### src/rtl/cam_cmd_issuer.sv
`default_nettype none
// ============================================================================
// Module      : cam_cmd_issuer
// Description : Host-side CAM initiator. Packs host commands into CAM beats,
//               collects search responses into a credit-protected FIFO.
//               Optional macro FIRST_MATCH_DECODE_EN selects first-match
//               response decoding.
// Revision    : 1.0 - initial release
// ============================================================================
module cam_cmd_issuer #(
    parameter int C_DATA_WIDTH     = 520,
    parameter int CAM_SIZE         = 128,
    parameter int INDEX_WIDTH      = $clog2(CAM_SIZE),
    parameter int ENTRIES_PER_BEAT = 16,
    parameter int KEY_WIDTH        = 32,
    parameter int RSP_DEPTH        = 8
) (
    input  logic                                   aclk,
    input  logic                                   areset,
    input  logic                                   cmd_valid,
    output logic                                   cmd_ready,
    input  logic [3:0]                             cmd_op,
    input  logic [ENTRIES_PER_BEAT*KEY_WIDTH-1:0]  cmd_keys,
    output logic                                   m_tvalid,
    output logic [C_DATA_WIDTH-1:0]                m_tdata,
    input  logic                                   s_tvalid,
    input  logic [C_DATA_WIDTH-1:0]                s_tdata,
    output logic                                   rsp_valid,
    input  logic                                   rsp_ready,
    output logic [3:0]                             rsp_op,
    output logic                                   rsp_hit,
    output logic [INDEX_WIDTH-1:0]                 rsp_index,
    output logic [INDEX_WIDTH:0]                   fill_count,
    output logic                                   err_badop,
    output logic                                   err_full,
    output logic                                   err_rsp_ovf,
    output logic                                   eos_done
);

    localparam int c_key_bits = ENTRIES_PER_BEAT * KEY_WIDTH;
    localparam int c_ptr_w    = $clog2(RSP_DEPTH);
    localparam int c_cnt_w    = c_ptr_w + 1;
    localparam int c_fill_w   = INDEX_WIDTH + 1;
    localparam int c_ent_w    = 4 + 1 + INDEX_WIDTH;

    localparam logic [1:0] c_st_init  = 2'd0;
    localparam logic [1:0] c_st_run   = 2'd1;
    localparam logic [1:0] c_st_drain = 2'd2;

    localparam logic [3:0] c_op_update_all = 4'h1;
    localparam logic [3:0] c_op_search_one = 4'h4;
    localparam logic [3:0] c_op_search_mq  = 4'h5;
    localparam logic [3:0] c_op_reset_all  = 4'h7;
    localparam logic [3:0] c_op_update_dup = 4'h8;
    localparam logic [3:0] c_op_eos        = 4'hF;

    localparam logic [c_fill_w-1:0] c_fill_step  = c_fill_w'(ENTRIES_PER_BEAT);
    localparam logic [c_fill_w-1:0] c_fill_limit = c_fill_w'(CAM_SIZE - ENTRIES_PER_BEAT);
    localparam logic [c_cnt_w-1:0]  c_depth      = c_cnt_w'(RSP_DEPTH);
    localparam logic [c_cnt_w-1:0]  c_cnt_one    = c_cnt_w'(1);
    localparam logic [c_ptr_w-1:0]  c_ptr_one    = c_ptr_w'(1);

    logic [1:0]              r_state;
    logic [c_cnt_w-1:0]      r_credits;
    logic [c_fill_w-1:0]     r_fill;
    logic                    r_m_tvalid;
    logic [C_DATA_WIDTH-1:0] r_m_tdata;
    logic                    r_err_badop;
    logic                    r_err_full;
    logic                    r_err_ovf;
    logic                    r_eos_done;
    logic [c_ptr_w-1:0]      r_wr_ptr;
    logic [c_ptr_w-1:0]      r_rd_ptr;
    logic [c_cnt_w-1:0]      r_count;
    logic                    r_rsp_valid;
    logic [c_ent_w-1:0]      r_mem [RSP_DEPTH];

    logic                    w_is_update, w_is_search, w_is_reset, w_is_eos;
    logic                    w_needs_credit, w_accept, w_fwd, w_take_credit, w_fill_ok;
    logic                    w_pop, w_full, w_push, w_rsp_eos, w_hit;
    logic [INDEX_WIDTH-1:0]  w_index;
    logic [c_ent_w-1:0]      w_entry, w_head;
    logic [c_cnt_w-1:0]      w_count_nxt;
    logic [C_DATA_WIDTH-1:0] w_cmd_beat, w_init_beat;
    logic                    w_unused;

    assign w_is_update    = (cmd_op == c_op_update_all) || (cmd_op == c_op_update_dup);
    assign w_is_search    = (cmd_op == c_op_search_one) || (cmd_op == c_op_search_mq);
    assign w_is_reset     = (cmd_op == c_op_reset_all);
    assign w_is_eos       = (cmd_op == c_op_eos);
    assign w_needs_credit = w_is_search || w_is_eos;
    assign w_fill_ok      = (r_fill <= c_fill_limit);

    // Ready is a function of state, credits and opcode only, never of cmd_valid.
    assign cmd_ready     = (r_state == c_st_run) && (!w_needs_credit || (r_credits != '0));
    assign w_accept      = cmd_valid && cmd_ready;
    assign w_fwd         = w_accept && (w_is_search || w_is_eos || w_is_reset ||
                                        (w_is_update && w_fill_ok));
    assign w_take_credit = w_accept && w_needs_credit;

    always_comb begin
        w_cmd_beat                          = '0;
        w_cmd_beat[C_DATA_WIDTH-2 -: 4]     = cmd_op;
        w_cmd_beat[c_key_bits-1:0]          = cmd_keys;
        w_init_beat                         = '0;
        w_init_beat[C_DATA_WIDTH-2 -: 4]    = c_op_reset_all;
    end

`ifdef FIRST_MATCH_DECODE_EN
    assign w_index = s_tdata[INDEX_WIDTH-1:0];
    assign w_hit   = (w_index != '0) || s_tdata[0];
`else
    assign w_index = '0;
    assign w_hit   = s_tdata[0];
`endif
    assign w_unused = &{1'b0, s_tdata[C_DATA_WIDTH-5:1]};

    assign w_rsp_eos   = (s_tdata[C_DATA_WIDTH-1 -: 4] == c_op_eos);
    assign w_entry     = {s_tdata[C_DATA_WIDTH-1 -: 4], w_hit, w_index};
    assign w_pop       = r_rsp_valid && rsp_ready;
    assign w_full      = (r_count == c_depth);
    // A full FIFO still accepts a push when the head leaves in the same cycle.
    assign w_push      = s_tvalid && (!w_full || w_pop);
    assign w_count_nxt = r_count + (w_push ? c_cnt_one : '0) - (w_pop ? c_cnt_one : '0);
    assign w_head      = r_mem[r_rd_ptr];

    always_ff @(posedge aclk) begin
        if (areset) begin
            r_state     <= c_st_init;
            r_fill      <= '0;
            r_m_tvalid  <= 1'b0;
            r_m_tdata   <= '0;
            r_err_badop <= 1'b0;
            r_err_full  <= 1'b0;
            r_eos_done  <= 1'b0;
        end else begin
            r_m_tvalid  <= 1'b0;
            r_err_badop <= 1'b0;
            r_err_full  <= 1'b0;
            r_eos_done  <= 1'b0;
            case (r_state)
                c_st_init: begin
                    r_m_tvalid <= 1'b1;
                    r_m_tdata  <= w_init_beat;
                    r_fill     <= '0;
                    r_state    <= c_st_run;
                end
                c_st_run: begin
                    if (w_fwd) begin
                        r_m_tvalid <= 1'b1;
                        r_m_tdata  <= w_cmd_beat;
                    end
                    if (w_accept) begin
                        if (w_is_update) begin
                            if (w_fill_ok) r_fill <= r_fill + c_fill_step;
                            else           r_err_full <= 1'b1;
                        end else if (w_is_reset) begin
                            r_fill <= '0;
                        end else if (w_is_eos) begin
                            r_state <= c_st_drain;
                        end else if (!w_is_search) begin
                            r_err_badop <= 1'b1;
                        end
                    end
                end
                c_st_drain: begin
                    if (w_push && w_rsp_eos) begin
                        r_eos_done <= 1'b1;
                        r_state    <= c_st_run;
                    end
                end
                default: r_state <= c_st_init;
            endcase
        end
    end

    // Credits saturate so unsolicited responses cannot inflate them.
    always_ff @(posedge aclk) begin
        if (areset) begin
            r_credits <= c_depth;
        end else if (w_take_credit && !w_pop) begin
            r_credits <= r_credits - c_cnt_one;
        end else if (w_pop && !w_take_credit && (r_credits != c_depth)) begin
            r_credits <= r_credits + c_cnt_one;
        end
    end

    always_ff @(posedge aclk) begin
        if (areset) begin
            r_wr_ptr    <= '0;
            r_rd_ptr    <= '0;
            r_count     <= '0;
            r_rsp_valid <= 1'b0;
            r_err_ovf   <= 1'b0;
        end else begin
            if (w_push) r_wr_ptr <= r_wr_ptr + c_ptr_one;
            if (w_pop)  r_rd_ptr <= r_rd_ptr + c_ptr_one;
            r_count     <= w_count_nxt;
            r_rsp_valid <= (w_count_nxt != '0);
            if (s_tvalid && !w_push) r_err_ovf <= 1'b1;
        end
    end

    always_ff @(posedge aclk) begin
        if (w_push) r_mem[r_wr_ptr] <= w_entry;
    end

    assign m_tvalid    = r_m_tvalid;
    assign m_tdata     = r_m_tdata;
    assign rsp_valid   = r_rsp_valid;
    assign rsp_op      = w_head[c_ent_w-1 -: 4];
    assign rsp_hit     = w_head[INDEX_WIDTH];
    assign rsp_index   = w_head[INDEX_WIDTH-1:0];
    assign fill_count  = r_fill;
    assign err_badop   = r_err_badop;
    assign err_full    = r_err_full;
    assign err_rsp_ovf = r_err_ovf;
    assign eos_done    = r_eos_done;

endmodule
`default_nettype wire

### config.mk
export PLATFORM = sky130hd
export DESIGN_NAME = cam_cmd_issuer
export DESIGN_NICKNAME = d
export VERILOG_FILES = /design/src/rtl/cam_cmd_issuer.sv
export SDC_FILE = /design/constraint.sdc
export NUM_CORES = 1
export LEC_CHECK = 0
export CAP_MARGIN = 20
export CORE_AREA = 2 2 618 620
export CTS_CLUSTER_SIZE = 8
export DETAILED_ROUTE_END_ITERATION = 8
export DIE_AREA = 0 0 620 622
export GPL_ROUTABILITY_DRIVEN = 0
export GPL_TIMING_DRIVEN = 0
export PLACE_DENSITY_LB_ADDON = 0.25
export REMOVE_ABC_BUFFERS = 1
export SYNTH_ARGS = -nofsm -noshare
export SYNTH_HDL_FRONTEND = slang
export SYNTH_SLANG_ARGS = --single-unit
export TNS_END_PERCENT = 5
### constraint.sdc
create_clock -name aclk -period 2.53 [get_ports aclk]
set_input_delay 0.253 -clock aclk [delete_from_list [all_inputs] [get_ports aclk]]
set_output_delay 0.253 -clock aclk [all_outputs]
set_load 0.05 [all_outputs]
==> impl_metrics.tcl <==
set metrics [dict create \
    die_h_um 622 \
    met1_usage_pct 8.54 \
    reg2regPathDepth 12 \
    worst_ep_required_time_ns 3.25 \
    grt_pass1_vias 19700 \
    hold_path.class "input port to flop" \
    cts_sinks 585 \
    synth_seq_area_share_pct 65.2 \
    tns_ns -3.53 \
    overflow 0 \
    cap_violations 0 \
    crit_path_end_kind "flop" \
    clock_latency_ns 0.84 \
    tritoncts "done" \
    die_x_um 620 \
    vias 18900 \
    synth_async_sr_flop_share_pct 0 \
    syn_inst 1407 \
    p_comb_share_pct 16.7 \
    synth_seq_cells 585 \
    die_area_um2 386000 \
    yosysWarnings 0 \
    synth_area_leaders "dfxtp_1, a22o_1, edfxtp_1" \
    clockPowerShare_pct 47.8 \
    io_pins 1588 \
    yosysMostFrequentCell "dfxtp_1" \
    slew_headroom_pct 25.9 \
    crit_path_max_fanout 17 \
    drt_iter0_drc 746 \
    grt_use_total_pct 8.11 \
    wl_per_cell_um 20.2 \
    p_sw_uw 7780 \
    grt_max_degree 30 \
    synth.top_cells.by_count "dfxtp_1, a22o_1, buf_2, edfxtp_1, nor2_1" \
    setup_ws_ns -0.107 \
    leakage_uw 0.0158 \
    syn_to_final_growth_pct 140 \
    vias_per_cell 2.33 \
    drtPass1Iterations 5 \
    final_core_util_pct 11.8 \
    synth_edf_count 40 \
    grt_busiest_layer "met2" \
    whs_ns 0.0362 \
    rsz0062_at_grt "true" \
    skew_ns 0.0776 \
    synth_top_area_cell "dfxtp_1" \
    fin_nets 4080 \
    slew_viol_final 0 \
    yosysTopAreaCellShare_pct 58.8 \
    cts.clk_slew.worst_paths_ns 0.05 \
    port_buffers 1057 \
    min_path_cells 4 \
    outcome "finished, violations left" \
    cp-start-kind "flop" \
    grt_pass1_wl_mm 205 \
    cts_buffers 98 \
    hold_viol 0 \
    met2_usage_pct 14.2 \
    ys.flop_type "dfxtp_1" \
    power_density_nw_per_um2 619 \
    swShare_pct 28.2 \
    clock_path_buffers 4 \
    worst_slew_pin_slew_ns 1.12 \
    cts_htree_levels 3 \
    fin_crit_ns 2.64 \
    synth.cell_area_um2 18600 \
    cts_root_buf "clkbuf_16" \
    start_util_pct 4.91 \
    use_met3_pct 4.09 \
    failed_checks "negative setup slack" \
    intPower_uw 19900 \
    vdd_drop_max_v 0.000427 \
    antenna_found_initial 121 \
    layout-drive-gt1-share_pct 10.8 \
    setup_viol 68 \
    arrival_ns 3.35 \
    timing_worst_setup_path_type "flop to flop" \
    synth_cell_types 51 \
    drt.antenna.violating_nets 0 \
    wirelength_mm 163 \
    dp_hpwl_mm 133 \
    core_area_um2 378000 \
    finalCritPeriodShare_pct 104 \
    core.rowCount 226 \
    syn_avg_cell_area_um2 13.2 \
    max_freq_ghz 0.379 \
    drc 0 \
    seq_power_share_pct 35.5 \
]
==> routing by layer <==
metal / vias up / share of wire (%)
met2: 799 / 49
met1: 9035 / 38
met5: - / 0.089
met3: 315 / 10
li1: 8681 / -
met4: 24 / 3.0
==> state kept, by name, indices dropped and copies added, names as in the netlist, named ones only <==
register     flops
err_badop        1
r_state          2
m_tdata        516
err_full         1
err_rsp_ovf      1
rsp_valid        1
fill_count       4
r_count          4
r_rd_ptr         3
r_wr_ptr         3
r_credits        4
r_mem           40
eos_done         1
m_tvalid         1
==> what timing repair did <==
item                       4_1_cts  5_1_grt
setup buffers                   44       23
pin swaps                       52       70
gates resized for setup        288       43
cloned                           8        7
hold endpoints to repair       445        2
hold buffers                   442        1
setup endpoints to repair      651      338
==> area by class of cell <==
type                            instances  area (um2)
Tap cell                             5016        6280
Clock buffer                          130        2690
Timing Repair Buffer                 1646       17300
Clock inverter                         18         267
Inverter                               14        57.6
Antenna cell                           10        25.0
Sequential cell                       585       12100
Multi-Input combinational cell        684        5890
Fill cell                           43000      334000
==> power by group through the flow <==
stage | clock, uW | combinational, uW | sequential (uW)
after detailed placement | 0 | 3590 | 10000
after CTS | 14100 | 4570 | 9810
after global routing | 14300 | 4910 | 9850
after global placement | 0 | 3690 | 10000
after floorplan | 0 | 1030 | 10600
final | 13200 | 4600 | 9820
==> worst max-delay path, cell delays in order (launching register included) <==
cell and delay, ns:
dfxtp_4 0.34, or4_4 0.56, a21oi_4 0.18, buf_6 0.14, a2111oi_4 0.05, buf_6 0.17
buf_12 0.14, buf_12 0.14, buf_12 0.14, buf_12 0.15, buf_12 0.15, buf_12 0.15
a22o_1 0.21
==> path summary, 6_finish.rpt <==
| path | from | to | slack, ns |
|---|---|---|---|
| min | cmd_op[0] | err_full$_SDFF_PP0_ | 0.04 |
| min reg2reg | m_tdata[517]$_SDFFE_PP0P_ | m_tdata[517]$_SDFFE_PP0P_ | 0.46 |
| max | r_credits[3]$_SDFFE_PP1P_ | m_tdata[72]$_SDFFE_PP0P_ | -0.11 |
| max reg2reg | r_credits[3]$_SDFFE_PP1P_ | m_tdata[72]$_SDFFE_PP0P_ | -0.11 |
==> through the flow <==
stage               area [um2]  worst slack (ns)  total power [uW]  cells
floorplan                17900            -28.16             11600   1283
global placement         34800            -58.19             13700   7356
detailed placement       35900             -2.20             13600   7433
CTS                      44100            -0.201             28500   8065
global route             44600            -0.152             29000   8101
finish                   44600            -0.107             27600   8103
==> cell families after synthesis <==
family                   after synthesis  synth area share (%)
flip-flops                           585                  65.2
buffers and inverters                152                  4.04
other                                  1                0.0202
AO/OA/AOI/OAI                        547                  25.6
AND/OR/NAND/NOR                       85                  2.28
multiplexers                          19                  1.75
XOR/XNOR                               8                 0.377
adder cells (fa/ha/maj)               10                 0.714
==> cell usage in the layout, fill, tap and decap left out, drive strengths merged, types with 4 or more instances in the layout <==
cell,synthesis,final
clkdlybuf4s50,0,923
dfxtp,545,545
a22o,513,513
dlygate4sd3,0,443
buf,115,141
clkbuf,23,137
dlygate4sd2,0,122
edfxtp,40,40
nor2,28,28
conb,1,15
nand2,15,15
inv,13,15
diode,0,10
mux4,10,10
nor3,10,10
a21oi,10,10
ha,9,9
clkinv,1,8
mux2,7,7
nand2b,6,6
bufinv,0,6
bufbuf,0,6
nand3,5,5
xnor2,4,4
xor2,4,4
(Power assumes the default switching activity.)
==> variant 1, RTL diff (same flow settings) <==
Add a define of `FIRST_MATCH_DECODE_EN`.
--- a/src/rtl/cam_cmd_issuer.sv
+++ b/src/rtl/cam_cmd_issuer.sv
@@ -7,6 +7,8 @@
 //               response decoding.
 // Revision    : 1.0 - initial release
 // ============================================================================
+`define FIRST_MATCH_DECODE_EN
+
 module cam_cmd_issuer #(
     parameter int C_DATA_WIDTH     = 520,
     parameter int CAM_SIZE         = 128,
Function: changed (Yosys sat finds a counterexample within 4 cycles, from zero or initial values and one cycle with areset high).
==> variant 1 against the unedited design <==
- the run still ends with negative setup slack left
- design area increased by 5.8%
- global-route usage increased by 0.49 points
- power increased by 9.9%
- count of clock-buffer cells in the layout increased by 15
- fmax decreased by 0.55%
- synthesized area increased by 13%
- clock power increased by 8%
- sequential cell count increased by 56
- wire length increased by 5.3%
- setup slack got worse by 0.014 ns
- largest cell class unchanged
- highest routed layer unchanged
==> variant 1: results (changes against the unedited design) <==
[global_routing]
grt_pass1_wl_um=216800  ; +5.7%
antenna_found_initial=122  ; +0.83%
gr-usage-all-layers_pct=8.603  ; +0.49 points
grt_max_degree=40  ; +33%

[outcome]
violations=negative setup slack
status=finished with violations

[finish]
nFillCells=42780  ; -0.49%
layout.nets=4148  ; +1.7%
drive_above_1_share_pct=11.61  ; +0.85 points
stdcell_count=8189  ; +1.1%

[placed_design]
place_inst=7507  ; +1.0%
place_area_um2=38420  ; +7.0%
pre_cts_ws_ns=-2.506  ; -0.3071 ns
hpwl_um=139400  ; +5.0%
numPortBuffers=1070  ; +1.2%

[yosys]
yosys-top-cells-count=dfxtp_1, a22o_1, edfxtp_1, buf_2, buf_6
seq_area_frac_synth_pct=65.89  ; +0.65 points
synthCells=1479  ; +5.1%
ys_types=55  ; +7.8%
yosys-top-cells-area=dfxtp_1, a22o_1, edfxtp_1
synth_edf_count=96  ; +140%

[sta]
setup-violations-final=137  ; +100%
setup_ws_ns=-0.1214  ; -0.01446 ns
fin_skew_ns=0.09124  ; +0.01365 ns
slew_headroom_pct=22.80  ; -3.1 points
fin_setup_tns_ns=-6.243  ; -2.713 ns

[cts]
cts_setup_buffers=48  ; +9.1%
cts_resized=306  ; +6.3%
hold_buffers=430  ; -2.7%
clk_latency_ns=0.86  ; +0.02 ns
cts_made_buffers=105  ; +7.1%

[power_and_ir_drop]
p_per_area_nw_per_um2=643.4  ; +3.9%
p_leak_nw=16.63  ; +5.0%
p_seq_share_pct=35.9  ; +0.4 points
ir_drop_mv=0.5076  ; +19%
swShare_pct=28.33  ; +0.17 points
pg_comb_mw=5.24  ; +14%

[routing]
drt-initial-drc-count=804  ; +7.8%
wirelength_um=172100  ; +5.3%
routed_via_density=2.424  ; +4.2%

[worst_hold_path]
holdCritPathClass=primary input to flop
hold_start=cmd_op[2]

[setup_path]
worstPathArrival_ns=3.33  ; -0.02 ns
crit_path_start=r_credits[1]
cp_max_fo=23  ; +6
slowest_stage=dfxtp_4
crit_path_max_incr_delay_ns=0.37  ; -0.19 ns

[variant 1: cell count changes in the layout (fill, tap and decap cells not counted), moves of 6 or more]
cell and change:
buf_16 +33, dlygate4sd2_1 -11, nor2_2 +6, buf_12 -18, edfxtp_1 +56, clkbuf_1 +8, clkdlybuf4s50_1 +12, dlygate4sd3_1 -13
diode_2 +10, conb_1 -7, mux4_2 +14, buf_6 -8
[variant 1: per-layer routing]
layer  GRT usage (%)  wire length (um)
met5          0.4995               487
met1           8.572             60440
met2           15.16             85690
met4           3.598              8072
met3           4.086             17420
[variant 1: kinds of logic (layout without fill, tap and decap cells)]
logic type | Yosys count | after routing | share of synthesized area, %
flops | 641 | 641 | 65.89
fa+ha+maj | 10 | 10 | 0.6335
simple gates | 89 | 89 | 2.140
buf+inv | 144 | 1810 | 4.978
xor+xnor | 9 | 9 | 0.3765
other cells | 1 | 28 | 0.01791
compound gates | 546 | 547 | 22.59
mux | 39 | 39 | 3.377
[variant 1: path summary, 6_finish.rpt]
kind,end,slack [ns],cells past startpoint
worst max-delay path,m_tdata[140],-0.12,12
worst min-delay path,err_badop,0.06,4
worst max register to register,m_tdata[140],-0.12,12
worst min register to register,m_tdata[407],0.47,1
[variant 1: layout make-up]
type                    count  area, um2  area share (%)
flip-flops and latches    641      13820           29.28
diodes                     20      50.05          0.1060
clock inverters            18      260.3          0.5513
inverters                   9      38.79         0.08217
well taps                5016       6276           13.30
repair buffers           1638      17570           37.21
clock buffers             145       2920           6.186
multi-input cells         702       6275           13.29
[variant 1: worst max-delay path: cells and delay by family, from the launching register on]
kind	cells	cell delay (ns)
flops	1	0.37
buf+inv	7	1.14
simple gates	3	0.50
compound gates	2	0.46
==> variant 2, RTL diff (same settings) <==
Made on the original files. Add an input register stage for `cmd_keys`; this delays it by one clock. The other inputs are not delayed to match.
--- a/src/rtl/cam_cmd_issuer.sv
+++ b/src/rtl/cam_cmd_issuer.sv
@@ -60,6 +60,12 @@
     localparam logic [c_cnt_w-1:0]  c_cnt_one    = c_cnt_w'(1);
     localparam logic [c_ptr_w-1:0]  c_ptr_one    = c_ptr_w'(1);
 
+    logic [ENTRIES_PER_BEAT*KEY_WIDTH-1:0] cmd_keys_q;
+
+    always_ff @(posedge aclk) begin
+        cmd_keys_q <= cmd_keys;
+    end
+
     logic [1:0]              r_state;
     logic [c_cnt_w-1:0]      r_credits;
     logic [c_fill_w-1:0]     r_fill;
@@ -101,7 +107,7 @@
     always_comb begin
         w_cmd_beat                          = '0;
         w_cmd_beat[C_DATA_WIDTH-2 -: 4]     = cmd_op;
-        w_cmd_beat[c_key_bits-1:0]          = cmd_keys;
+        w_cmd_beat[c_key_bits-1:0]          = cmd_keys_q;
         w_init_beat                         = '0;
         w_init_beat[C_DATA_WIDTH-2 -: 4]    = c_op_reset_all;
     end
Behaviour: not the same (a bounded check fails within 4 cycles, from zero or initial values and one cycle with areset high).
==> variant 2 against the unedited design <==
- the flow still finishes with violations (negative setup slack)
- setup slack improved by 0.076 ns
- clock skew up 0.0025 ns
- sequential cell count increased by 512
- highest routed layer unchanged
- synthesized area is 57% higher
- core utilization rose by 3.2 points
- first-iteration DRC count increased by 5.5%
- cell count is 7.2% higher
- wire length is 8.5% lower
- design area grew 27%
- combinational power down 2%
- power increased by 60%
==> variant 2: results (changes against the unedited design) <==
[outcome]
status=finished with violations
violations=negative setup slack

[yosys]
yosys-top-cells-count=dfxtp_1, a22o_1, clkbuf_1, buf_6, edfxtp_1
post_synth_mux_area_share_pct=1.072  ; -0.67 points
seq_area_frac_synth_pct=76.63  ; +11 points
yosys-top-cells-area=dfxtp_1, a22o_1, edfxtp_1
synth-xor-area-share_pct=0.2101  ; -0.17 points
ys_types=59  ; +16%
synth-compound-area-share_pct=16.54  ; -9.1 points
synthCells=1926  ; +37%
synthAdderAreaFrac_pct=0.4545  ; -0.26 points
ys_seq_elements=1097  ; +88%

[global_routing]
antenna_found_initial=62  ; -49%
grt_max_degree=60  ; +100%
grt_pass1_vias=23770  ; +21%
grt_pass1_wl_um=199800  ; -2.7%
gr-usage-all-layers_pct=7.423  ; -0.69 points

[sta]
slew_headroom_pct=37.09  ; +11 points
fin_skew_ns=0.08010  ; +0.002512 ns
setup-violations-final=50  ; -26%
setup_ws_ns=-0.03051  ; +0.07642 ns
fin_setup_tns_ns=-0.7848  ; +2.746 ns

[routing]
drt-initial-drc-count=787  ; +5.5%
wire_per_inst_um=17.21  ; -15%
drtPass1Iterations=4  ; -1
routed_via_density=2.549  ; +9.5%
vias=22130  ; +17%

[setup_path]
worstPathArrival_ns=3.23  ; -0.12 ns
r2r_start=r_credits[2]
endpoint=m_tdata[407]
r2r_cells=10  ; -2
crit_path_max_incr_delay_ns=0.36  ; -0.20 ns
cp_max_fo=59  ; +42
slowest_stage=dfxtp_4

[finish]
inv_count=19  ; +5
final-clk-cell-share_pct=8.494  ; +1.9 points
drive_above_1_share_pct=9.399  ; -1.4 points
nFillCells=42010  ; -2.3%
multi_input_area_share_pct=10.47  ; -2.7 points
seq-cell-share_pct=39.46  ; +12 points
clkbuf_count=194  ; +49%
layout.nets=4666  ; +14%
antenna_cells=8  ; -2
multi_input_gates=687  ; +0.44%
syn_to_final_growth_pct=94.33
buffers_excl_clock=1641  ; -0.30%
bufAreaShareNonClock_pct=30.33  ; -8.4 points

[placed_design]
place_area_um2=45930  ; +28%
pre_cts_ws_ns=-1.283  ; +0.9158 ns
hpwl_um=109900  ; -17%
place_inst=7910  ; +6.4%

[cts]
htree_levels=4  ; +1
cts_made_buffers=169  ; +72%

[power_and_ir_drop]
p_leak_nw=20.63  ; +30%
ir_drop_mv=0.4682  ; +9.7%
swShare_pct=24.72  ; -3.4 points

[worst_hold_path]
hold_start=cmd_keys[498]

[floorplanning]
num_tap_cells=5016  ; unchanged

## variant 2: changes by cell type in the layout (fill, tap and decap cells not counted), sizes merged, moves of 4 or more
cell	delta
buf	-77
bufbuf	+5
clkbuf	+61
clkdlybuf4s15	+4
clkdlybuf4s50	+72
dfxtp	+512
dlygate4sd2	-72
dlygate4sd3	+67
inv	+7
o21ai	+5
## variant 2: cells by family after synthesis
logic type / count (synthesis)
AO/OA/AOI/OAI: 555
XOR/XNOR: 7
adder cells (fa/ha/maj): 10
buffers and inverters: 156
flip-flops: 1097
multiplexers: 18
other: 1
AND/OR/NAND/NOR: 82
## variant 2: power by group through the flow
stage          Combinational, mW  Sequential, mW  Clock (mW)
6_report                    4.52            18.5        21.3
5_1_grt                     4.81            18.5        23.0
4_1_cts                     4.53            18.5        22.5
3_5_place_dp                3.46            18.8           0
3_3_place_gp                3.48            18.8           0
2_1_floorplan              0.967            19.4           0
## variant 2: routing by layer
metal  GRT usage [%]  part of all wire, %  up-vias
met5               0                 0.13        -
met4           2.455                  3.4       30
met3           2.426                  7.4      306
met2           13.32                   50      748
met1           8.152                   39    10650
li1                -                    -    10400
## variant 2: repair_timing
item                                   4_1_cts  5_1_grt
pin swaps                                    4       24
endpoints found under the hold margin      508        5
gates resized for setup                    127       28
setup endpoints to repair                  403      219
setup buffers                               13       10
hold buffers                               508        2
gates cloned                                14        5
## variant 2: how the worst min path moves through the flow
stage,endpoint,slack [ns],depth (start not counted)
2_1_floorplan,cmd_keys_q[0],0.28,0
3_3_place_gp,m_tdata[176],0.43,1
3_5_place_dp,m_tdata[133],0.43,1
4_1_cts,cmd_keys_q[460],0.01,1
5_1_grt,cmd_keys_q[461],0.14,1
6_report,cmd_keys_q[498],0.17,1
